<file path="config.mk">
export PLATFORM = sky130hd
export DESIGN_NAME = hidden_layer_tdm
export DESIGN_NICKNAME = d
export VERILOG_FILES = /design/src/rtl/hidden_layer_tdm.sv
export SDC_FILE = /design/constraint.sdc
export NUM_CORES = 1
export LEC_CHECK = 0
export BUFFER_PORTS_ARGS = -buffer_cell sky130_fd_sc_hd__buf_4
export CAP_MARGIN = 20
export CORE_MARGIN = 3
export CORE_UTILIZATION = 60
export CTS_CLUSTER_DIAMETER = 150
export DETAILED_ROUTE_END_ITERATION = 12
export MAX_ROUTING_LAYER = met4
export PLACE_DENSITY = 0.75
export SKIP_CTS_REPAIR_TIMING = 1
export SYNTH_ARGS = -nofsm -noshare
export SYNTH_HDL_FRONTEND = slang
export SYNTH_SLANG_ARGS = --single-unit
export TNS_END_PERCENT = 30
</file>
<file path="constraint.sdc">
create_clock -name clk -period 8.85 [get_ports clk]
set_clock_uncertainty 0.05 [all_clocks]
set_input_delay 1.3275 -clock clk [delete_from_list [all_inputs] [get_ports clk]]
set_output_delay 1.3275 -clock clk [all_outputs]
set_load 0.005 [all_outputs]
</file>
<file path="src/rtl/hidden_layer_tdm.sv">
// hidden_layer_tdm -- time-multiplexed fully-connected hidden layer.
//
// NUM_OUTPUTS neurons are evaluated by NUM_LANES shared MAC lanes over
// P = ceil(NUM_OUTPUTS/NUM_LANES) passes of NUM_INPUTS+2 cycles each.
// Weights and biases live in a local register file written over a parallel
// config port (word address n*(NUM_INPUTS+1)+i, i==NUM_INPUTS is the bias).
//
// Build option: HIDDEN_LAYER_SATURATE_EN
//   defined   -> out-of-range neuron results clamp to the WIDTH range
//   undefined -> out-of-range results wrap (low WIDTH bits)
//   overflow reports the out-of-range condition in both builds.
//
// Ports
//   clk         rising-edge clock
//   rstn        asynchronous active-low reset
//   cfg_we      weight/bias write strobe (accepted only in LOAD)
//   cfg_addr    weight/bias word address
//   cfg_wdata   signed weight/bias value
//   cfg_err     one-cycle pulse the cycle after a dropped write
//   ready       input accept (high in LOAD)
//   value_in    signed input sample
//   valid_in    input qualifier
//   values_out  neuron n at [n*WIDTH +: WIDTH], held between frames
//   valid_out   one-cycle pulse marking a new values_out frame
//   overflow    some neuron of the last frame was out of WIDTH range

// One MAC lane: bias preload, accumulate, then scale and range-check.
module hidden_layer_tdm_lane #(
    parameter int WIDTH     = 8,
    parameter int FRAC_BITS = 3,
    parameter int ACC_W     = 18
) (
    input  logic                    clk,
    input  logic                    rstn,
    input  logic                    init,
    input  logic                    accum,
    input  logic signed [WIDTH-1:0] bias,
    input  logic signed [WIDTH-1:0] x,
    input  logic signed [WIDTH-1:0] w,
    output logic        [WIDTH-1:0] result,
    output logic                    out_of_range
);
    localparam logic signed [ACC_W-1:0] RMAX =
        {{(ACC_W-WIDTH+1){1'b0}}, {(WIDTH-1){1'b1}}};
    localparam logic signed [ACC_W-1:0] RMIN =
        {{(ACC_W-WIDTH+1){1'b1}}, {(WIDTH-1){1'b0}}};

    logic signed [2*WIDTH-1:0] prod;
    logic signed [ACC_W-1:0]   acc;
    logic signed [ACC_W-1:0]   bias_ext;
    logic signed [ACC_W-1:0]   prod_ext;
    logic signed [ACC_W-1:0]   shifted;

    // Full-precision product carries 2*FRAC_BITS fraction bits, so the bias
    // is aligned by shifting it up FRAC_BITS before it seeds the accumulator.
    assign prod     = x * w;
    assign bias_ext = {{(ACC_W-WIDTH){bias[WIDTH-1]}}, bias} << FRAC_BITS;
    assign prod_ext = {{(ACC_W-2*WIDTH){prod[2*WIDTH-1]}}, prod};
    assign shifted  = acc >>> FRAC_BITS;

    always_ff @(posedge clk or negedge rstn) begin
        if (!rstn)      acc <= '0;
        else if (init)  acc <= bias_ext;
        else if (accum) acc <= acc + prod_ext;
    end

    assign out_of_range = (shifted > RMAX) || (shifted < RMIN);

`ifdef HIDDEN_LAYER_SATURATE_EN
    always_comb begin
        result = shifted[WIDTH-1:0];
        if (shifted > RMAX)      result = {1'b0, {(WIDTH-1){1'b1}}};
        else if (shifted < RMIN) result = {1'b1, {(WIDTH-1){1'b0}}};
    end
`else
    assign result = shifted[WIDTH-1:0];
`endif
endmodule

module hidden_layer_tdm #(
    parameter int NUM_INPUTS  = 4,
    parameter int NUM_OUTPUTS = 8,
    parameter int NUM_LANES   = 2,
    parameter int WIDTH       = 8,
    parameter int FRAC_BITS   = 3,
    localparam int DEPTH      = NUM_OUTPUTS*(NUM_INPUTS+1),
    localparam int ADDR_W     = (DEPTH > 1) ? $clog2(DEPTH) : 1
) (
    input  logic                         clk,
    input  logic                         rstn,
    input  logic                         cfg_we,
    input  logic [ADDR_W-1:0]            cfg_addr,
    input  logic [WIDTH-1:0]             cfg_wdata,
    output logic                         cfg_err,
    output logic                         ready,
    input  logic [WIDTH-1:0]             value_in,
    input  logic                         valid_in,
    output logic [NUM_OUTPUTS*WIDTH-1:0] values_out,
    output logic                         valid_out,
    output logic                         overflow
);
    localparam int P     = (NUM_OUTPUTS + NUM_LANES - 1) / NUM_LANES;
    localparam int ACC_W = 2*WIDTH + $clog2(NUM_INPUTS+1);
    localparam int KW    = (NUM_INPUTS > 1) ? $clog2(NUM_INPUTS) : 1;
    localparam int CW    = $clog2(NUM_INPUTS+2);
    localparam int PW    = (P > 1) ? $clog2(P) : 1;

    typedef enum logic [1:0] {LOAD, COMPUTE, DONE} state_t;

    state_t                                   state;
    logic [KW-1:0]                            k;
    logic [CW-1:0]                            step;     // cycle within a pass
    logic [PW-1:0]                            pass;
    logic [WIDTH-1:0]                         wmem [DEPTH];
    logic [WIDTH-1:0]                         xr   [NUM_INPUTS];
    logic [WIDTH-1:0]                         x_cur;
    logic [NUM_OUTPUTS-1:0][WIDTH-1:0]        stage, stage_nxt;
    logic                                     frame_ovf, ovf_nxt;
    logic [NUM_LANES-1:0][WIDTH-1:0]          lane_res;
    logic [NUM_LANES-1:0]                     lane_oor;
    logic                                     lane_init, lane_acc, pass_last;
    logic                                     addr_ok, take_in;

    assign addr_ok   = {1'b0, cfg_addr} < (ADDR_W+1)'(DEPTH);
    assign take_in   = (state == LOAD) && valid_in && ready;
    assign lane_init = (state == COMPUTE) && (step == '0);
    assign lane_acc  = (state == COMPUTE) && (step != '0) &&
                       (step <= CW'(NUM_INPUTS));
    assign pass_last = (state == COMPUTE) && (step == CW'(NUM_INPUTS+1));

    // Weight/bias register file; writes only land while loading a frame.
    always_ff @(posedge clk or negedge rstn) begin
        if (!rstn) begin
            for (int a = 0; a < DEPTH; a++) wmem[a] <= '0;
        end else if (cfg_we && addr_ok && (state == LOAD)) begin
            wmem[cfg_addr] <= cfg_wdata;
        end
    end

    // Input sample buffer.
    always_ff @(posedge clk or negedge rstn) begin
        if (!rstn) begin
            for (int i = 0; i < NUM_INPUTS; i++) xr[i] <= '0;
        end else if (take_in) begin
            xr[k] <= value_in;
        end
    end

    // Sample shared by all lanes on accumulate cycle step = i+1.
    always_comb begin
        x_cur = '0;
        for (int i = 0; i < NUM_INPUTS; i++)
            if (step == CW'(i+1)) x_cur = xr[i];
    end

    for (genvar j = 0; j < NUM_LANES; j++) begin : g_lane
        logic [WIDTH-1:0] lw, lb;

        // Lane j serves neuron n = pass*NUM_LANES + j; a lane past the last
        // neuron sees zero weights and its result is never stored.
        always_comb begin
            lw = '0;
            lb = '0;
            for (int n = j; n < NUM_OUTPUTS; n += NUM_LANES) begin
                if (int'(pass) == n / NUM_LANES) begin
                    lb = wmem[n*(NUM_INPUTS+1) + NUM_INPUTS];
                    for (int i = 0; i < NUM_INPUTS; i++)
                        if (step == CW'(i+1)) lw = wmem[n*(NUM_INPUTS+1) + i];
                end
            end
        end

        hidden_layer_tdm_lane #(
            .WIDTH(WIDTH), .FRAC_BITS(FRAC_BITS), .ACC_W(ACC_W)
        ) u_lane (
            .clk(clk), .rstn(rstn), .init(lane_init), .accum(lane_acc),
            .bias(lb), .x(x_cur), .w(lw),
            .result(lane_res[j]), .out_of_range(lane_oor[j])
        );
    end

    // Staging with this pass's lane results merged in; the final pass feeds
    // values_out directly so the frame is visible while valid_out is high.
    always_comb begin
        stage_nxt = stage;
        ovf_nxt   = frame_ovf;
        if (pass_last) begin
            for (int n = 0; n < NUM_OUTPUTS; n++) begin
                if (int'(pass) == n / NUM_LANES) begin
                    stage_nxt[n] = lane_res[n % NUM_LANES];
                    ovf_nxt      = ovf_nxt | lane_oor[n % NUM_LANES];
                end
            end
        end
    end

    always_ff @(posedge clk or negedge rstn) begin
        if (!rstn) begin
            state      <= LOAD;
            k          <= '0;
            step       <= '0;
            pass       <= '0;
            ready      <= 1'b1;
            valid_out  <= 1'b0;
            overflow   <= 1'b0;
            cfg_err    <= 1'b0;
            values_out <= '0;
            stage      <= '0;
            frame_ovf  <= 1'b0;
        end else begin
            valid_out <= 1'b0;
            cfg_err   <= cfg_we && ((state != LOAD) || !addr_ok);
            stage     <= stage_nxt;
            frame_ovf <= ovf_nxt;
            case (state)
                LOAD: begin
                    if (take_in) begin
                        if (k == KW'(NUM_INPUTS-1)) begin
                            k         <= '0;
                            step      <= '0;
                            pass      <= '0;
                            frame_ovf <= 1'b0;
                            ready     <= 1'b0;
                            state     <= COMPUTE;
                        end else begin
                            k <= k + 1'b1;
                        end
                    end
                end
                COMPUTE: begin
                    if (pass_last) begin
                        step <= '0;
                        if (pass == PW'(P-1)) begin
                            values_out <= stage_nxt;
                            overflow   <= ovf_nxt;
                            valid_out  <= 1'b1;
                            state      <= DONE;
                        end else begin
                            pass <= pass + 1'b1;
                        end
                    end else begin
                        step <= step + 1'b1;
                    end
                end
                DONE: begin
                    ready <= 1'b1;
                    state <= LOAD;
                end
                default: begin
                    ready <= 1'b1;
                    state <= LOAD;
                end
            endcase
        end
    end
endmodule

</file>
==> results.yml, run 1 <==
logic_synthesis:
  synthXorXnorAreaFrac_pct: 1.00
  synth_top_area_share_pct: 42.2
  yosysTopAreaCell: "dfrtp_1"
  synthTopCellsByCount: "dfrtp_1, nand2_1, mux2_2"
  ys_seq_elements: 516
  syn_inst: 2854
  yosys.area_share.simple_pct: 11.1
  synth_compound_area_share_pct: 11.4
  ys_warn_count: 0
  yosys.cell_count.top_type: "dfrtp_1"
  synth_top_family_by_area: "adder cells"
  synth_nets: 3149
  synth-edff-count: 0
  async_reset_ff_share_pct: 100
  yosysSeqAreaShare_pct: 42.3
  syn_area_per_cell_sq_um: 10.7
  ys_top_cells_by_area: "dfrtp_1, mux2_2, fa_1, nand2_1, ha_1"
  synth_ff_type: "dfrtp_1"
  yosysUniqueCellTypes: 74
  synth_area_sq_mm: 0.0305
  yosys.area_share.adder_pct: 15.2
  muxShareOfSynthArea_pct: 14.0
grt:
  grt_max_degree: 169
  first_global_vias: 23470
  antenna_found_initial: 2
  grt_overflow: 0
  grt_usage_pct: 32.6
  grt_pass1_wl_mm: 132
route:
  routed_wl_mm: 83.8
  via_per_inst: 6.29
  final_antenna_net_count: 0
  drt_iter0_drc: 1919
  drcViolationCount: 0
  wl_met3_mm: 5.97
  wl_met2_mm: 40.2
  wl_per_cell_um: 23.2
  num_vias: 22666
  dr.pass1.iters: 5
  top_layer: "met4"
  wl_met1_mm: 34.2
setup_path:
  crit_path_max_fanout: 27
  critical_path_class: "register to register"
  cp.required_ns: 9.27
  crit_family: "adder cells"
  worst-path-buf-inv: 6
  end_kind: "register"
  cpPeakStageDelay_ns: 0.88
  cp-start-kind: "register"
  cp_slowest_cell: "nor4b_4"
  crit_arrival_ns: 8.64
layout:
  post-route-util_pct: 67.2
  syn_to_final_growth_pct: 10.5
  finish.instance_area_sq_mm: 0.0337
  drive_gt1_share_pct: 22.4
  final_nets: 3180
die:
  die_height_um: 232
  fp.dieW_um: 232
  floorplan.rows: 82
  initial_core_util_pct: 60.8
  ios: 94
  coreArea_sq_mm: 0.0502
  die_area_sq_mm: 0.0536
timing:
  maxSlewHeadroom_pct: 27.5
  setup_viol_count_final: 0
  rsz0062_at_grt: "no"
  finalCritPeriodShare_pct: 93.0
  max_freq_mhz: 122
  slew_viol_final: 0
  setup_ws_ns: 0.623
  hold_viol: 0
  tightestPinTransition_ns: 1.08
  fin_setup_tns_ns: 0
  finalCriticalPeriod_ns: 8.23
hold_path:
  hp-class: "register to register"
power:
  ir_drop_uv: 363
  swShare_pct: 45.4
  cellLeakagePower_nw: 16.8
  p_sw_w: 0.00631
  p_clk_share_pct: 17.5
  pwr_density_cell_mw_per_mm2: 412
  internal_power_w: 0.00758
  pwr-share-comb_pct: 60.8
  sequentialPowerShare_pct: 21.8
clock_tree:
  numCtsBuffers: 53
  clk_pin_slew_ns: 0.07
  cts_tree: "built"
  clk_latency_ns: 0.64
  root_buffer: "clkbuf_16"
  cts_buffer_depth: 3
  cts.sinks: 516
  cts_max_level: 2
placement:
  placed_cell_area_sq_mm: 0.0318
  port_buffers: 93
  gp_congestion: 0.935
  post-place-ws_ns: 0.773
  hpwl_mm: 57.7
run_status:
  status: "finished clean"
run:
  cap_violations: 0
-- flip-flops by register name, summed over array words and instances (netlist names) --
signal,cells
overflow,1
cfg_err,1
stage,48
wmem,320
pass,2
valid_out,1
g_lane.u_lane.acc,38
ready,1
frame_ovf,1
xr,32
k,2
values_out,64
state,2
step,3
-- worst min-delay path: cells and delay by family (launching register included) --
family,cells,cell delay [ns]
AND/OR/NAND/NOR,2,0.10
flip-flops,1,0.34
-- final timing paths --
path                                                     start                                    to  slack, ns  cells after the start
max                                        step[2]$_DFFE_PN0P_  g_lane[0].u_lane.acc[18]$_DFFE_PN0P_       0.62                     28
min                        g_lane[1].u_lane.acc[6]$_DFFE_PN0P_            values_out[59]$_DFFE_PN0P_       0.42                      2
max reg2reg                                step[2]$_DFFE_PN0P_  g_lane[0].u_lane.acc[18]$_DFFE_PN0P_       0.62                     28
min reg2reg                g_lane[1].u_lane.acc[6]$_DFFE_PN0P_            values_out[59]$_DFFE_PN0P_       0.42                      2
max in group asynchronous                                 rstn                     xr[6]$_DFFE_PN0P_       5.92                      3
min in group asynchronous                                 rstn            values_out[19]$_DFFE_PN0P_       0.72                      1
-- per-layer routing --
metal	global-route usage (%)	up-vias
li1	-	9904
met1	42.7	11602
met2	51.4	924
met3	5.11	236
met4	13.0	0
met5	-	-
-- cell families after synthesis --
| kind of cell | Yosys count |
|---|---|
| muxes | 381 |
| buffers and inverters | 378 |
| and+or+nand+nor | 759 |
| DFF | 516 |
| xor gates and xnor gates | 35 |
| adders and majority gates | 269 |
| AOI/OAI and AO/OA | 516 |
-- cell type report --
type	count	area (sq um)
fillers	3776	16400
repair buffers	145	1130
well taps	672	841
flip-flops and latches	516	12900
inverters	209	785
clock inverters	30	384
clock buffers	70	1520
diodes	3	7.51
multi-input cells	1960	16100
-- power groups by stage --
stage	clock (W)	combinational, W	sequential [W]
detailed placement	0	0.00831	0.00306
CTS	0.00245	0.00841	0.00302
floorplan	0	0.00612	0.00295
global route	0.00254	0.00944	0.00306
global placement	0	0.00808	0.00304
finish	0.00243	0.00844	0.00302
-- stage by stage --
stage,hold slack (ns),power [W],std cells
floorplan,0.389,0.00907,2854
global placement,0.394,0.0111,3501
detailed placement,0.402,0.0114,3501
CTS,0.422,0.0139,3601
global route,0.449,0.0150,3603
finish,0.424,0.0139,3605
-- cell usage in the layout, fill, tap and decap left out, types with 7 or more instances in the layout --
| master | n |
|---|---|
| o22ai_1 | 17 |
| nand3_1 | 25 |
| a31oi_1 | 14 |
| a22oi_1 | 45 |
| xnor2_1 | 29 |
| ha_1 | 95 |
| nand2_1 | 398 |
| a21o_1 | 25 |
| or3_1 | 14 |
| mux2_2 | 378 |
| dfrtp_1 | 514 |
| bufinv_16 | 7 |
| or2_1 | 30 |
| nor3_1 | 13 |
| nand4_1 | 18 |
| o221ai_1 | 14 |
| a221oi_1 | 19 |
| and3_1 | 19 |
| o21ai_1 | 17 |
| a221oi_2 | 12 |
| nand2b_1 | 21 |
| o211ai_1 | 34 |
| clkinv_2 | 11 |
| nor2_1 | 158 |
| nor2b_1 | 25 |
| o21ai_0 | 122 |
| a221o_1 | 14 |
| buf_4 | 141 |
| inv_1 | 205 |
| fa_1 | 170 |
| a2111oi_0 | 7 |
| a21oi_1 | 110 |
| clkbuf_16 | 54 |
| clkbuf_8 | 11 |
| a311oi_1 | 15 |
| a22o_1 | 16 |
Note: power is estimated with default switching activity, not from simulation.
==> inputs of run 2 (changes only) <==
clock period = 9.95 ns   (was 8.85 ns; I/O delays follow)
==> run 2 against run 1 <==
Total power fell by 13%. Sequential power fell by 11%. Sequential share of layout area rose by 0.28 points. Cell count fell by 0.42%. Design area fell by 0.73%. Register-to-register slack improved by 0.23 ns. Combinational power fell by 11%. Routed wire length barely moved. Die area did not move. Setup slack improved by 0.23 ns. Core utilization fell by 0.49 points. First-iteration DRC count rose by 30%. Highest routed layer unchanged.
==> results.yml, run 2 (synthesis gave the netlist of run 1 again) <==
run_status:
  status: "finished clean"
timing:
  finalCritPeriodShare_pct: 91.4
  hold_viol: 0
  rsz0062_at_grt: "no"
  setup_viol_count_final: 0
  tightestPinTransition_ns: 1.14
  max_freq_mhz: 110
  slew_viol_final: 0
  fin_hold_ws_ns: 0.414
  finalCriticalPeriod_ns: 9.10
  fin_setup_tns_ns: 0
  maxSlewHeadroom_pct: 24.2
clock_tree:
  root_buffer: "clkbuf_16"
  cts_tree: "built"
  cts.sinks: 516
  clk_pin_slew_ns: 0.06
  cts_max_level: 2
  numCtsBuffers: 53
  cts_buffer_depth: 3
  clk_latency_ns: 0.63
setup_path:
  cp-start-kind: "register"
  worst-path-buf-inv: 4
  rr_startpoint: "step[2]$_DFFE_PN0P_"
  end_kind: "register"
  critPathLaunch: "step[2]$_DFFE_PN0P_"
  cpPeakStageDelay_ns: 0.86
  crit_top_cell: "fa_1"
  critical_path_class: "register to register"
  crit_path_max_fanout: 38
  crit_family: "adder cells"
  critical_path_cell_count: 25
  reg2reg_depth: 25
  regToRegSetupSlack_ns: 0.85
  crit_arrival_ns: 9.55
  endpoint: "g_lane[0].u_lane.acc[18]$_DFFE_PN0P_"
  cp.required_ns: 10.41
  regToRegEndpoint: "g_lane[0].u_lane.acc[18]$_DFFE_PN0P_"
  cp_slowest_cell: "nor2_1"
layout:
  reg_top3: "wmem (320), values_out (64), stage (48)"
  finish.instance_area_sq_mm: 0.0335
  largest_register_ffs: 320
  final_nets: 3170
  final_cell_mix: "dfrtp_1, nand2_1, mux2_2"
  layoutNonFillerInstCount: 3590
  drive_gt1_share_pct: 21.8
  regMostFlops: "wmem"
  syn_to_final_growth_pct: 9.68
  mostFrequentLayoutCell: "dfrtp_1"
power:
  pwr-share-comb_pct: 61.6
  internal_power_w: 0.00657
  ir_drop_uv: 243
  p_clk_share_pct: 16.3
  p_sw_w: 0.00556
  power_w: 0.0121
  sequentialPowerShare_pct: 22.1
  pwr_density_cell_mw_per_mm2: 362
  swShare_pct: 45.8
  cellLeakagePower_nw: 16.7
grt:
  grt_usage_pct: 32.5
  grt_pass1_wl_mm: 132
  first_global_vias: 23385
  antenna_found_initial: 2
  grt_overflow: 0
  grt_max_degree: 172
placement:
  port_buffers: 93
  hpwl_mm: 57.3
  placed_cell_area_sq_mm: 0.0317
  numPlacedInstances: 3490
  gp_congestion: 0.918
die:
  fp.dieW_um: 232
  die_height_um: 232
  ios: 94
  floorplan.rows: 82
  initial_core_util_pct: 60.8
  coreArea_sq_mm: 0.0502
  die_area_sq_mm: 0.0536
route:
  num_vias: 22548
  drcViolationCount: 0
  final_antenna_net_count: 0
  drt_iter0_drc: 2489
  wl_per_cell_um: 23.4
  dr.pass1.iters: 5
  routed_wl_mm: 83.8
  via_per_inst: 6.28
run:
  cap_violations: 0
hold_path:
  hp-class: "register to register"
## run 2: worst min-delay path by stage
stage | startpoint | end | slack [ns] | cells after the start
finish | g_lane[1].u_lane.acc[3]$_DFFE_PN0P_ | values_out[56]$_DFFE_PN0P_ | 0.41 | 2
global placement | g_lane[1].u_lane.acc[6]$_DFFE_PN0P_ | values_out[59]$_DFFE_PN0P_ | 0.40 | 2
detailed placement | g_lane[1].u_lane.acc[3]$_DFFE_PN0P_ | values_out[56]$_DFFE_PN0P_ | 0.40 | 2
global route | g_lane[0].u_lane.acc[3]$_DFFE_PN0P_ | values_out[48]$_DFFE_PN0P_ | 0.42 | 2
floorplan | g_lane[0].u_lane.acc[3]$_DFFE_PN0P_ | values_out[48]$_DFFE_PN0P_ | 0.39 | 2
CTS | g_lane[0].u_lane.acc[3]$_DFFE_PN0P_ | values_out[48]$_DFFE_PN0P_ | 0.41 | 2
## run 2: power groups by stage
stage	clock network [W]	logic (W)	registers, W
floorplan	0	0.00544	0.00262
global placement	0	0.00714	0.00270
detailed placement	0	0.00735	0.00271
CTS	0.00200	0.00741	0.00268
global route	0.00208	0.00840	0.00271
finish	0.00198	0.00747	0.00268
## run 2: per-stage QoR
step           utilization [%]  worst slack [ns]
6_report                  66.7             0.854
5_1_grt                   66.7             0.387
4_1_cts                   66.7              1.01
3_5_place_dp              63.2              1.04
3_3_place_gp              63.2              1.24
2_1_floorplan                -              2.28
## run 2: layout make-up
cell class	count	area (sq um)
clock inverters	16	141
well taps	672	841
clock buffers	81	1590
fillers	3818	16700
diodes	1	2.50
flip-flops and latches	516	12900
inverters	209	785
repair buffers	135	1070
multi-input cells	1960	16100
## run 2: routing by layer
layer,part of all wire (%),GRT usage (%),vias to the layer above
met1,42,43.2,11490
li1,-,-,9858
met2,47,50.9,992
met3,7.7,5.46,208
met4,3.6,11.7,0
met5,0,-,-
## run 2: tightest hold or removal path: stages (launching register included)
cell,delay (ns)
dfrtp_1,0.34
nand2_1,0.05
nand2_1,0.05
==> inputs of run 3 (changes only) <==
RECOVER_POWER = 50   (was not set)
==> run 3 against run 2 <==
The run now ends with capacitance limit, slew limit left. Global-route usage stayed put. Sequential cell count did not move. Die area unchanged. Non-clock buffer count stayed put. Critical path depth unchanged. Routed wire length barely moved. Sequential share of layout area up 0.094 points. Cell count stayed put. Setup slack worse by 0.021 ns. Clock power is essentially flat.
==> results.yml, run 3 (synthesis gave the netlist of run 1 again) <==
setup_path:
  crit_arrival_ns: 9.57
  rr_startpoint: "step[2]$_DFFE_PN0P_"
  regToRegSetupSlack_ns: 0.83
  crit_path_max_fanout: 38
  cp.required_ns: 10.41
  cp_slowest_cell: "nor2_1"
  end_kind: "register"
  cpPeakStageDelay_ns: 0.86
  critical_path_class: "register to register"
  critPathLaunch: "step[2]$_DFFE_PN0P_"
  cp-start-kind: "register"
  regToRegEndpoint: "g_lane[0].u_lane.acc[18]$_DFFE_PN0P_"
  crit_top_cell: "fa_1"
  reg2reg_depth: 25
layout:
  finish.instance_area_sq_mm: 0.0334
  mostFrequentLayoutCell: "dfrtp_1"
  drive_gt1_share_pct: 21.6
  reg_top3: "wmem (320), values_out (64), stage (48)"
  fill_cells: 3831
  largest_register_ffs: 320
  syn_to_final_growth_pct: 9.42
  final_nets: 3170
  final_cell_mix: "dfrtp_1, nand2_1, mux2_2"
  regMostFlops: "wmem"
timing:
  fin_hold_ws_ns: 0.413
  hold_viol: 0
  fin_setup_tns_ns: 0
  finalCritPeriodShare_pct: 91.6
  maxSlewHeadroom_pct: -328
  max_freq_mhz: 110
  finalCriticalPeriod_ns: 9.12
  setup_viol_count_final: 0
  tightestPinTransition_ns: 6.41
  rsz0062_at_grt: "no"
  slew_viol_final: 440
clock_tree:
  root_buffer: "clkbuf_16"
  cts_tree: "built"
  cts_buffer_depth: 3
  numCtsBuffers: 53
  cts.sinks: 516
  cts_max_level: 2
  clk_pin_slew_ns: 0.06
  clk_latency_ns: 0.63
power:
  cellLeakagePower_nw: 16.7
  pwr_density_cell_mw_per_mm2: 363
  ir_drop_uv: 243
  power_w: 0.0121
run_status:
  violations: "capacitance limit, slew limit"
  status: "finished, violations left"
placement:
  port_buffers: 93
  hpwl_mm: 57.3
  placed_cell_area_sq_mm: 0.0317
  gp_congestion: 0.918
die:
  ios: 94
  initial_core_util_pct: 60.8
  die_area_sq_mm: 0.0536
  fp.dieW_um: 232
  floorplan.rows: 82
  coreArea_sq_mm: 0.0502
  die_height_um: 232
run:
  cap_violations: 3
hold_path:
  whs_path_depth: 2
  worstHoldStart: "g_lane[1].u_lane.acc[3]$_DFFE_PN0P_"
  holdPathEnd: "values_out[56]$_DFFE_PN0P_"
  hp-class: "register to register"
grt:
  grt_pass1_wl_mm: 132
  grt_usage_pct: 32.5
  grt_max_degree: 172
  antenna_found_initial: 2
  first_global_vias: 23385
  grt_overflow: 0
route:
  drcViolationCount: 0
  final_antenna_net_count: 0
  dr.pass1.iters: 5
  num_vias: 22570
  drt_iter0_drc: 2323
  routed_wl_mm: 83.8
  wl_per_cell_um: 23.3
  via_per_inst: 6.29
run 3: cell count changes in the layout (fill, tap and decap cells not counted), sizes merged:
cell,delta
buf,-12
clkbuf,+12
run 3: power breakdown:
| group | total, W | internal, W | switching [W] |
|---|---|---|---|
| Clock | 0.00197 | 0.00113 | 0.000846 |
| Combinational | 0.00747 | 0.00301 | 0.00446 |
| Sequential | 0.00268 | 0.00243 | 0.000250 |
run 3: how the worst max path moves through the flow:
stage | to | slack (ns) | cells after the start
detailed placement | g_lane[0].u_lane.acc[18]$_DFFE_PN0P_ | 1.04 | 25
global placement | g_lane[0].u_lane.acc[18]$_DFFE_PN0P_ | 1.24 | 25
floorplan | g_lane[1].u_lane.acc[17]$_DFFE_PN0P_ | 2.28 | 25
finish | g_lane[0].u_lane.acc[18]$_DFFE_PN0P_ | 0.83 | 25
CTS | g_lane[0].u_lane.acc[18]$_DFFE_PN0P_ | 1.01 | 25
global route | wmem[254]$_DFFE_PN0P_ | 0.32 | 2
run 3: worst max-delay path, delay by kind of cell, from the launching register on:
kind / cells / cell delay, ns
buffers and inverters: 4 / 0.85
xor gates and xnor gates: 1 / 0.14
and+or+nand+nor: 5 / 2.16
DFF: 1 / 0.40
adders and majority gates: 7 / 3.45
AOI/OAI and AO/OA: 8 / 1.91
run 3: cell type report:
class                   instances  area (sq um)  area share [%]
inverters                     209           785            2.35
well taps                     672           841            2.52
flip-flops and latches        516         12900            38.7
multi-input cells            1960         16100            48.3
clock inverters                16           141           0.423
diodes                          1          2.50         0.00749
repair buffers                135           985            2.95
clock buffers                  81          1590            4.76
run 3: metrics by stage:
| step | worst slack, ns | utilization [%] | std cells |
|---|---|---|---|
| after CTS | 1.01 | 66.7 | 3587 |
| final | 0.833 | 66.6 | 3590 |
| after floorplan | 2.28 | - | 2854 |
| after detailed placement | 1.04 | 63.2 | 3490 |
| after global placement | 1.24 | 63.2 | 3490 |
| after global routing | 0.318 | 66.6 | 3590 |
run 3: layer usage:
metal,track usage [%],vias to the layer above,part of all wire (%)
met3,5.46,199,7.6
met2,50.9,1017,47
li1,-,9855,-
met1,43.2,11499,41
met5,-,-,0
met4,11.7,0,3.7
